$ cat src/rtl/memory_arbiter_if.sv
// Shared-RAM arbiter bundle: instruction port, data port and RAM port.
// slave is the arbiter's view; master is the client/RAM environment view.
interface memory_arbiter_if;
  logic        iREN;
  logic [31:0] iaddr;
  logic        iwait;
  logic [31:0] iload;

  logic        dREN;
  logic        dWEN;
  logic [31:0] daddr;
  logic [31:0] dstore;
  logic        dwait;
  logic [31:0] dload;

  logic        ramREN;
  logic        ramWEN;
  logic [31:0] ramaddr;
  logic [31:0] ramstore;
  logic [31:0] ramload;
  logic [1:0]  ramstate;

  modport slave (
    input  iREN, iaddr,
    input  dREN, dWEN, daddr, dstore,
    input  ramload, ramstate,
    output iwait, iload,
    output dwait, dload,
    output ramREN, ramWEN, ramaddr, ramstore
  );

  modport master (
    output iREN, iaddr,
    output dREN, dWEN, daddr, dstore,
    output ramload, ramstate,
    input  iwait, iload,
    input  dwait, dload,
    input  ramREN, ramWEN, ramaddr, ramstore
  );
endinterface

$ cat src/rtl/memory_arbiter.sv
// Instruction/data arbiter onto one shared RAM port with alternating
// tie-break, per-grant timeout abort and cancel when a client drops.
module memory_arbiter #(
  parameter int unsigned TIMEOUT = 64,
  parameter logic [31:0] ERRWORD = 32'hBAD1BAD1
) (
  input  logic            CLK,
  input  logic            RST,
  memory_arbiter_if.slave bus,
  output logic            err
);

  typedef enum logic [1:0] {
    IDLE  = 2'd0,
    DSERV = 2'd1,
    ISERV = 2'd2
  } state_t;

  localparam logic [1:0] ACCESS = 2'd2;
  localparam logic [1:0] ERROR  = 2'd3;
  localparam logic [7:0] LIMIT  = 8'(TIMEOUT - 1);

  state_t     state;
  state_t     state_nx;
  logic       last;
  logic       last_nx;
  logic [7:0] cnt;
  logic [7:0] cnt_nx;
  logic       dreq;
  logic       done;
  logic       expire;
  logic       abort;

  assign dreq   = bus.dREN | bus.dWEN;
  assign done   = bus.ramstate == ACCESS;
  assign expire = (bus.ramstate == ERROR) || (cnt == LIMIT);

  // last=1 means data was served last, so a tie goes to instruction
  function automatic state_t arb(
    input logic i,
    input logic d,
    input logic l
  );
    state_t s;
    s = IDLE;
    unique case (1'b1)
      (i && d):  s = l ? ISERV : DSERV;
      (d && !i): s = DSERV;
      (i && !d): s = ISERV;
      default:   s = IDLE;
    endcase
    return s;
  endfunction

  always_comb begin
    state_nx     = state;
    last_nx      = last;
    abort        = 1'b0;
    bus.ramREN   = 1'b0;
    bus.ramWEN   = 1'b0;
    bus.ramaddr  = '0;
    bus.ramstore = '0;
    bus.iwait    = bus.iREN;
    bus.dwait    = dreq;
    bus.iload    = '0;
    bus.dload    = '0;
    unique case (state)
      IDLE: begin
        state_nx = arb(bus.iREN, dreq, last);
      end
      DSERV: begin
        if (!dreq) begin
          state_nx = arb(bus.iREN, 1'b0, last);
        end else begin
          bus.ramWEN   = bus.dWEN;
          bus.ramREN   = ~bus.dWEN;
          bus.ramaddr  = bus.daddr;
          bus.ramstore = bus.dstore;
          if (done || expire) begin
            bus.dwait = 1'b0;
            bus.dload = done ? bus.ramload : ERRWORD;
            abort     = ~done;
            last_nx   = 1'b1;
            state_nx  = bus.iREN ? ISERV : IDLE;
          end
        end
      end
      ISERV: begin
        if (!bus.iREN) begin
          state_nx = arb(1'b0, dreq, last);
        end else begin
          bus.ramREN  = 1'b1;
          bus.ramaddr = bus.iaddr;
          if (done || expire) begin
            bus.iwait = 1'b0;
            bus.iload = done ? bus.ramload : ERRWORD;
            abort     = ~done;
            last_nx   = 1'b0;
            state_nx  = dreq ? DSERV : IDLE;
          end
        end
      end
      default: begin
        state_nx = IDLE;
      end
    endcase
  end

  always_comb begin
    cnt_nx = cnt;
    if (state_nx != state) begin
      cnt_nx = '0;
    end else if (state != IDLE && !done && cnt != 8'hFF) begin
      cnt_nx = cnt + 8'd1;
    end
  end

  always_ff @(posedge CLK or posedge RST) begin
    if (RST) begin
      state <= IDLE;
      last  <= 1'b0;
      cnt   <= '0;
      err   <= 1'b0;
    end else begin
      state <= state_nx;
      last  <= last_nx;
      cnt   <= cnt_nx;
      err   <= abort;
    end
  end

endmodule

$ cat src/flat_wrapper.sv
// flat-port wrapper written by rule: the top's interface ports become plain ports
module memory_arbiter_flat 
#(
  parameter int unsigned TIMEOUT = 64,
  parameter logic [31:0] ERRWORD = 32'hBAD1BAD1
)
  (CLK, RST, err, bus_iREN, bus_iaddr, bus_dREN, bus_dWEN, bus_daddr, bus_dstore, bus_ramload, bus_ramstate, bus_iwait, bus_iload, bus_dwait, bus_dload, bus_ramREN, bus_ramWEN, bus_ramaddr, bus_ramstore);
  memory_arbiter_if bus_i ();
  input  logic CLK;
  input  logic RST;
  output logic err;
  input wire logic [$bits(bus_i.iREN)-1:0] bus_iREN;
  input wire logic [$bits(bus_i.iaddr)-1:0] bus_iaddr;
  input wire logic [$bits(bus_i.dREN)-1:0] bus_dREN;
  input wire logic [$bits(bus_i.dWEN)-1:0] bus_dWEN;
  input wire logic [$bits(bus_i.daddr)-1:0] bus_daddr;
  input wire logic [$bits(bus_i.dstore)-1:0] bus_dstore;
  input wire logic [$bits(bus_i.ramload)-1:0] bus_ramload;
  input wire logic [$bits(bus_i.ramstate)-1:0] bus_ramstate;
  output wire logic [$bits(bus_i.iwait)-1:0] bus_iwait;
  output wire logic [$bits(bus_i.iload)-1:0] bus_iload;
  output wire logic [$bits(bus_i.dwait)-1:0] bus_dwait;
  output wire logic [$bits(bus_i.dload)-1:0] bus_dload;
  output wire logic [$bits(bus_i.ramREN)-1:0] bus_ramREN;
  output wire logic [$bits(bus_i.ramWEN)-1:0] bus_ramWEN;
  output wire logic [$bits(bus_i.ramaddr)-1:0] bus_ramaddr;
  output wire logic [$bits(bus_i.ramstore)-1:0] bus_ramstore;
  assign bus_i.iREN = bus_iREN;
  assign bus_i.iaddr = bus_iaddr;
  assign bus_i.dREN = bus_dREN;
  assign bus_i.dWEN = bus_dWEN;
  assign bus_i.daddr = bus_daddr;
  assign bus_i.dstore = bus_dstore;
  assign bus_i.ramload = bus_ramload;
  assign bus_i.ramstate = bus_ramstate;
  assign bus_iwait = bus_i.iwait;
  assign bus_iload = bus_i.iload;
  assign bus_dwait = bus_i.dwait;
  assign bus_dload = bus_i.dload;
  assign bus_ramREN = bus_i.ramREN;
  assign bus_ramWEN = bus_i.ramWEN;
  assign bus_ramaddr = bus_i.ramaddr;
  assign bus_ramstore = bus_i.ramstore;
  memory_arbiter #(.TIMEOUT(TIMEOUT), .ERRWORD(ERRWORD)) u_core (.CLK(CLK), .RST(RST), .bus(bus_i), .err(err));
endmodule
$ cat config.mk
export PLATFORM = sky130hd
export DESIGN_NAME = memory_arbiter_flat
export DESIGN_NICKNAME = d
export VERILOG_FILES = /design/src/rtl/memory_arbiter_if.sv /design/src/rtl/memory_arbiter.sv /design/src/flat_wrapper.sv
export SDC_FILE = /design/constraint.sdc
export NUM_CORES = 1
export LEC_CHECK = 0
export CORE_AREA = 5 5 100 102
export DETAILED_ROUTE_END_ITERATION = 10
export DIE_AREA = 0 0 105 107
export PLACE_DENSITY = 0.75
export SYNTH_ARGS = -nofsm -noshare
export SYNTH_HDL_FRONTEND = slang
export SYNTH_SLANG_ARGS = --single-unit
export TNS_END_PERCENT = 1
$ cat constraint.sdc
create_clock -name CLK -period 3.46 [get_ports CLK]
set_input_delay 0.865 -clock CLK [delete_from_list [all_inputs] [get_ports CLK]]
set_output_delay 0.865 -clock CLK [all_outputs]
set_load 0.1 [all_outputs]
==> results.py <==
metrics = {
    "final_layout": {
        "area_growth_pct": 211,
        "layout.nets": 703,
        "fillCellCount": 668,
        "multi_input_area_sq_um": 1560,
        "final_common_cell": "buf_12",
        "register_area_sq_um": 300,
        "layout_common_cells": "buf_12, clkdlybuf4s50_1, nor2_1, and3_1, a22oi_1",
        "drive_gt1_share_pct": 28.3,
        "antenna_cells": 0,
    },
    "synthesis": {
        "synth_simple_gate_area_share_pct": 50.6,
        "synth_compound_area_share_pct": 21.3,
        "syn_nets": 447,
        "ys_types": 36,
        "syn_area_sq_um": 1990,
        "postSynthCellCount": 307,
        "ys_seq_area_share_pct": 15.1,
        "yosys_warnings": 0,
        "synth_seq_cells": 12,
        "synth_adder_area_share_pct": 3.14,
        "synth_top_family_by_area": "simple AND/OR/NAND/NOR gates",
        "synth_flop_cell": "dfrtp_1",
        "postSynthAreaPerCell_sq_um": 6.49,
        "muxShareOfSynthArea_pct": 1.51,
        "synthTopCellsByArea": "and3_1, dfrtp_1, nor2_1",
        "yosys.area.top_type_share_pct": 15.4,
        "synthArstFlopShare_pct": 100,
        "synthXorXnorAreaFrac_pct": 1.32,
        "synth_top_area_cell": "and3_1",
        "synth_edf_count": 0,
    },
    "floorplanning": {
        "core_area_sq_um": 9020,
        "start_util_pct": 22.1,
        "num_rows": 35,
        "dieHeight_microns": 107,
        "ios": 268,
        "die_x_microns": 105,
        "dieArea_sq_um": 11200,
    },
    "worst_setup_path": {
        "r2r_start": "u_core.cnt[0]$_DFFE_PP0P_",
        "cp-startpoint": "bus_iREN",
        "arrival_ps": 2520,
        "r2r_setup_slack_ps": 1040,
        "end_kind": "output port",
        "required_ps": 2590,
        "crit_path_start_kind": "input port",
        "worst-path-max-fanout": 48,
        "path_class": "input port to output port",
    },
    "timing": {
        "slew_headroom_pct": 58.9,
        "setup_viol_count_final": 0,
        "final.setup_skew_ps": 0.728,
        "finalHoldViolCount": 0,
        "holdWs_ps": 613,
        "tightest_slew_ps": 610,
        "min_period_ps": 3390,
        "post-route-period-util_pct": 97.8,
        "fmax_mhz": 295,
        "slew_violations": 0,
    },
    "power_and_ir_drop": {
        "peakVddDrop_mv": 0.405,
        "swShare_pct": 61.7,
        "p_leak_uw": 0.00265,
        "power_uw": 4080,
        "power.density_nw_per_um2": 658,
        "intPower_uw": 1560,
        "clkPwrFrac_pct": 3.0,
        "pwr-share-seq_pct": 5.0,
        "p_sw_uw": 2520,
        "p_comb_share_pct": 92.0,
    },
    "global_route": {
        "antenna_found_initial": 1,
        "grt_pass1_vias": 3503,
        "grt_pass1_wl_microns": 20000,
        "grt_max_degree": 49,
        "grt_util_all_layers_pct": 22.5,
        "grt_overflow_total": 0,
    },
    "route": {
        "firstDrtPassIters": 5,
        "remaining_drc_errors": 0,
        "wire_per_inst_microns": 20.4,
        "ant_nets": 0,
        "post_drt_via_cell_ratio": 4.90,
        "drt_iter0_markers": 170,
        "wirelength_microns": 13700,
        "vias": 3296,
    },
    "clock_network": {
        "cts_buffers": 3,
        "h-tree-depth": 1,
        "cts_root_buffer": "clkbuf_8",
        "insertion_delay_ps": 230,
        "cts.sinks": 12,
        "clockBufferDepth": 2,
        "post_cts.repair.setup_buffers": 0,
        "cts.clk_slew.worst_paths_ps": 50,
        "cts_tree": "built",
    },
    "hold_path": {
        "min_path_type": "flop to flop",
        "min-delay-start": "u_core.cnt[1]$_DFFE_PP0P_",
    },
    "job": {
        "cap_viol_max_count": 0,
    },
    "place": {
        "portBuffers": 267,
        "gp_congestion": 0.921,
        "hpwl_microns": 11800,
    },
    "status": {
        "status": "finished clean",
    },
}
[kinds of logic after synthesis]
| family | count (synthesis) |
|---|---|
| flops | 12 |
| buf+inv | 35 |
| xor+xnor | 3 |
| compound gates | 55 |
| simple gates | 194 |
| mux | 3 |
| fa+ha+maj | 5 |
[routing by layer]
layer  routed length [microns]  GRT usage [%]  vias to the layer above
li1                          -              -                     1568
met1                      4860           24.8                     1514
met5                         7              0                        -
met2                      7170           40.3                      187
met4                       263           4.75                        2
met3                      1430           9.09                       25
[worst paths after layout]
kind	end	cells past startpoint
max	bus_ramaddr[28]	6
min	u_core.cnt[1]$_DFFE_PP0P_	2
max reg2reg	u_core.cnt[1]$_DFFE_PP0P_	8
min reg2reg	u_core.cnt[1]$_DFFE_PP0P_	2
max in group asynchronous	u_core.cnt[6]$_DFFE_PP0P_	2
min in group asynchronous	u_core.err$_DFF_PP0_	2
[power groups by stage]
stage	Clock, uW	Sequential (uW)	Combinational [uW]
floorplan	0	224	2310
detailed placement	0	205	3750
global route	129	208	3880
CTS	122	203	3760
global placement	0	201	3710
finish	123	204	3760
[registers in the layout, indices dropped and copies added, names as in the netlist]
name          count
u_core.cnt        8
u_core.err        1
u_core.last       1
u_core.state      2
[area by class of cell]
type	count	share of cell area (%)
repair buffers	279	66.6
flip-flops and latches	12	4.84
multi-input cells	260	25.2
clock buffers	3	0.666
inverters	7	0.424
well taps	111	2.24
[synth_stat cells, drive strengths merged (2+ instances only)]
cell type and count:
nand3 5, a22oi 33, o21ai 5, nor2b 32, xor2 2, ha 5
and2 18, nand2 11, and3 49, a21oi 6, buf 5, a22o 2
inv 7, o21a 2, nor2 71, nor3 5, dfrtp 12, mux2i 3
clkbuf 23
[critical path: stages]
cell and delay (ps):
clkdlybuf4s50_1 550, and2_2 250, buf_12 230, a22oi_1 130
nor2b_1 250, buf_12 210
[stage by stage]
stage	TNS (ps)	utilization (%)	setup WS (ps)	cells	cell area, sq um
5_1_grt	-1.17	68.8	-1.17	672	6200
3_3_place_gp	0	68.2	141	669	6150
3_5_place_dp	0	68.2	95.2	669	6150
4_1_cts	0	68.7	88.6	672	6190
6_report	0	68.8	74.7	672	6200
2_1_floorplan	-23770	-	-470	307	2000
[repair_timing]
action | CTS | global route
hold endpoints to repair | 0 | 0
setup endpoints to repair | 0 | 6
resized for setup | 0 | 3
hold buffers | 0 | 0
Power figures use the tool's default switching activity.
==> variant (same flow settings) <==
Reset style: synchronous (`RST`), changed in one clocked block.
--- a/src/rtl/memory_arbiter.sv
+++ b/src/rtl/memory_arbiter.sv
@@ -115,7 +115,7 @@
     end
   end
 
-  always_ff @(posedge CLK or posedge RST) begin
+  always_ff @(posedge CLK) begin
     if (RST) begin
       state <= IDLE;
       last  <= 1'b0;
Formal check against the unedited RTL: differs if RST is asserted again (counterexample within 4 cycles, from zero or initial values and one cycle with RST high); with RST held inactive, the same outputs for 10 cycles.
==> variant against the unedited design <==
Sequential cell count unchanged; final area up 1.5%; hold slack worse by 21 ps; worst setup slack better by 60 ps; area after synthesis is 1.8% higher; routed wire length fell by 6.2%; largest cell class unchanged; critical endpoint is now bus_iload[16].
Power is not compared: it rests on default switching activity, and its combinational part moved more than twofold at a synthesized area within 25%.
==> variant: results (changes against the unedited design) <==
- Seq/Total Area, Yosys: 11.8% (-3.2 points)
- Post-layout net count: 702 (-0.14%)
- Worst Skew: 4.71 ps (+3.98 ps)
- Met2 GRT Util: 41.6% (+1.3 points)
- Largest net degree at the start of global routing: 69 (+41%)
- Starting DRC count in detailed routing: 142 (-16%)
- Int Power: 777 uW
- R2R setup slack: 1090 ps (+50 ps)
- Post-synth top cells: 57 x nor2_1, 34 x and2_1, 34 x nor2b_1
- Routed WL per cell: 19.2 um (-6.2%)
- Synth Warn #: 0 (unchanged)
- Worst r2r src: u_core.state[0]$_SDFF_PP0_
- Regs by FF count: u_core.cnt (8), u_core.state (2)
- Fillers: 648 (-3.0%)
- Htree depth: 1 (unchanged)
- CP top delay family: buffers and inverters
- Min-delay src: u_core.state[0]$_SDFF_PP0_
- Leak pwr: 2.50 nW
- Worst reg2reg path endpoint: u_core.cnt[5]$_SDFFE_PP0P_
- Antenna violations before repair: 0 (-1)
- Hold_ws: 593 ps (-20.6 ps)
- CTS Root Cell: clkbuf_8
- CTS max path bufs: 2 (unchanged)
- Fraction of registers with async set/reset: 0% (-100 points)
- Detailed Place HPWL: 11.1 mm (-5.7%)
- Vias per cell: 4.92 (+0.33%)
- Primary FF master, synth: dfxtp_1
- Via count of the first global-routing pass: 3470 (-0.94%)
- Port bufs: 267 (unchanged)
- Area after DPL: 6200 um^2 (+0.73%)
- Post-synthesis net count: 440 (-1.6%)
- Total GRT Usage: 21.5% (-0.94 points)
- Synth area leaders: dfxtp_1 12%, a22oi_1 12%, nor2_1 11%, and2_1 10%, nor2b_1 10%
- Routability cong.: 0.917 (-0.41%)
- Crit path max fanout: 18 (-63%)
- # resized after CTS: 0 (unchanged)
- Post-synth EDFFs: 0 (unchanged)
- Global Route met3 Usage: 6.98% (-2.1 points)
- Clock Latency Late Sink: 250 ps (+20 ps)
- Status: completed
- Fraction of layout cells with a size suffix above 1: 29.8% (+1.4 points)
- Worst path slowest cell: clkdlybuf4s50_1
- Hold depth: 2 (unchanged)
- Number of remaining DRC errors: 0 (unchanged)
- Pre-antenna DRT Iters: 4 (-1)
- Number of antenna repair diodes: 0 (unchanged)
- First-pass GRT wire length: 19.2 mm (-4.2%)
- Slowest Stage Delay on Critical Path: 580 ps (+30 ps)
- Pre-CTS WS: 97.9 ps (+2.71 ps)
- Min-Delay Endpoint: u_core.state[0]$_SDFF_PP0_
- Grt met1 use: 21.0% (-3.9 points)
- Hold/Removal Path Class: reg2reg
- Synth unique cells: 49 (+36%)
- Reg2Reg Depth: 7 (-1)
- CTS buffer count: 3 (unchanged)
- Worst EP arrival: 2460 ps (-60 ps)
- Max VDD drop: 0.176 mV
- Worst-margin pin slew: 673 ps (+63.0 ps)
[variant: repair_timing]
action	4_1_cts	5_1_grt
endpoints found under the setup margin	0	8
hold buffers	0	0
buffers inserted	0	1
[variant: worst max-delay path by stage]
| stage | slack, ps | end | cells past startpoint | from |
|---|---|---|---|---|
| 6_report | 130 | bus_iload[16] | 6 | bus_ramstate[1] |
| 5_1_grt | 10 | bus_iload[12] | 6 | bus_ramstate[1] |
| 4_1_cts | 90 | bus_ramaddr[2] | 7 | bus_dREN |
| 3_5_place_dp | 100 | bus_ramaddr[2] | 7 | bus_dREN |
| 3_3_place_gp | 130 | bus_ramaddr[7] | 7 | bus_dREN |
| 2_1_floorplan | -560 | bus_iload[13] | 6 | bus_iREN |
[variant: power groups by stage]
stage	logic [mW]	registers [mW]	clock network [mW]
floorplan	0.754	0.157	0
global placement	1.31	0.154	0
detailed placement	1.32	0.155	0
CTS	1.33	0.152	0.158
global route	1.39	0.153	0.160
finish	1.34	0.153	0.157
[variant: stage by stage]
step                cells  util, %  setup TNS (ps)
CTS                   670     69.3               0
global route          672     69.8               0
finish                672     69.8               0
global placement      666     68.7               0
detailed placement    666     68.7               0
floorplan             300        -          -21810
[variant: layer usage]
metal	up-vias	share of wire (%)
li1	1582	-
met1	1511	32
met2	182	54
met3	32	9.6
met4	0	3.9
met5	-	0
[variant: final cells by class]
cell class,instances,area share [%]
Timing Repair Buffer,283,66.2
Multi-Input combinational cell,260,26.8
Sequential cell,12,3.81
Tap cell,111,2.21
Clock buffer,4,0.874
Inverter,2,0.119
[variant: cells by family after synthesis]
group	after synthesis	synth area share [%]
AND/OR/NAND/NOR	185	51.0
XOR/XNOR	5	2.16
adder cells (fa/ha/maj)	5	3.08
multiplexers	1	0.493
buffers and inverters	28	5.30
AO/OA/AOI/OAI	64	26.1
flip-flops	12	11.8
[variant: tightest hold or removal path, delay by kind of cell, from the launching register on]
kind	cells	cell delay, ps
compound gates	1	70
simple gates	1	90
flops	1	380
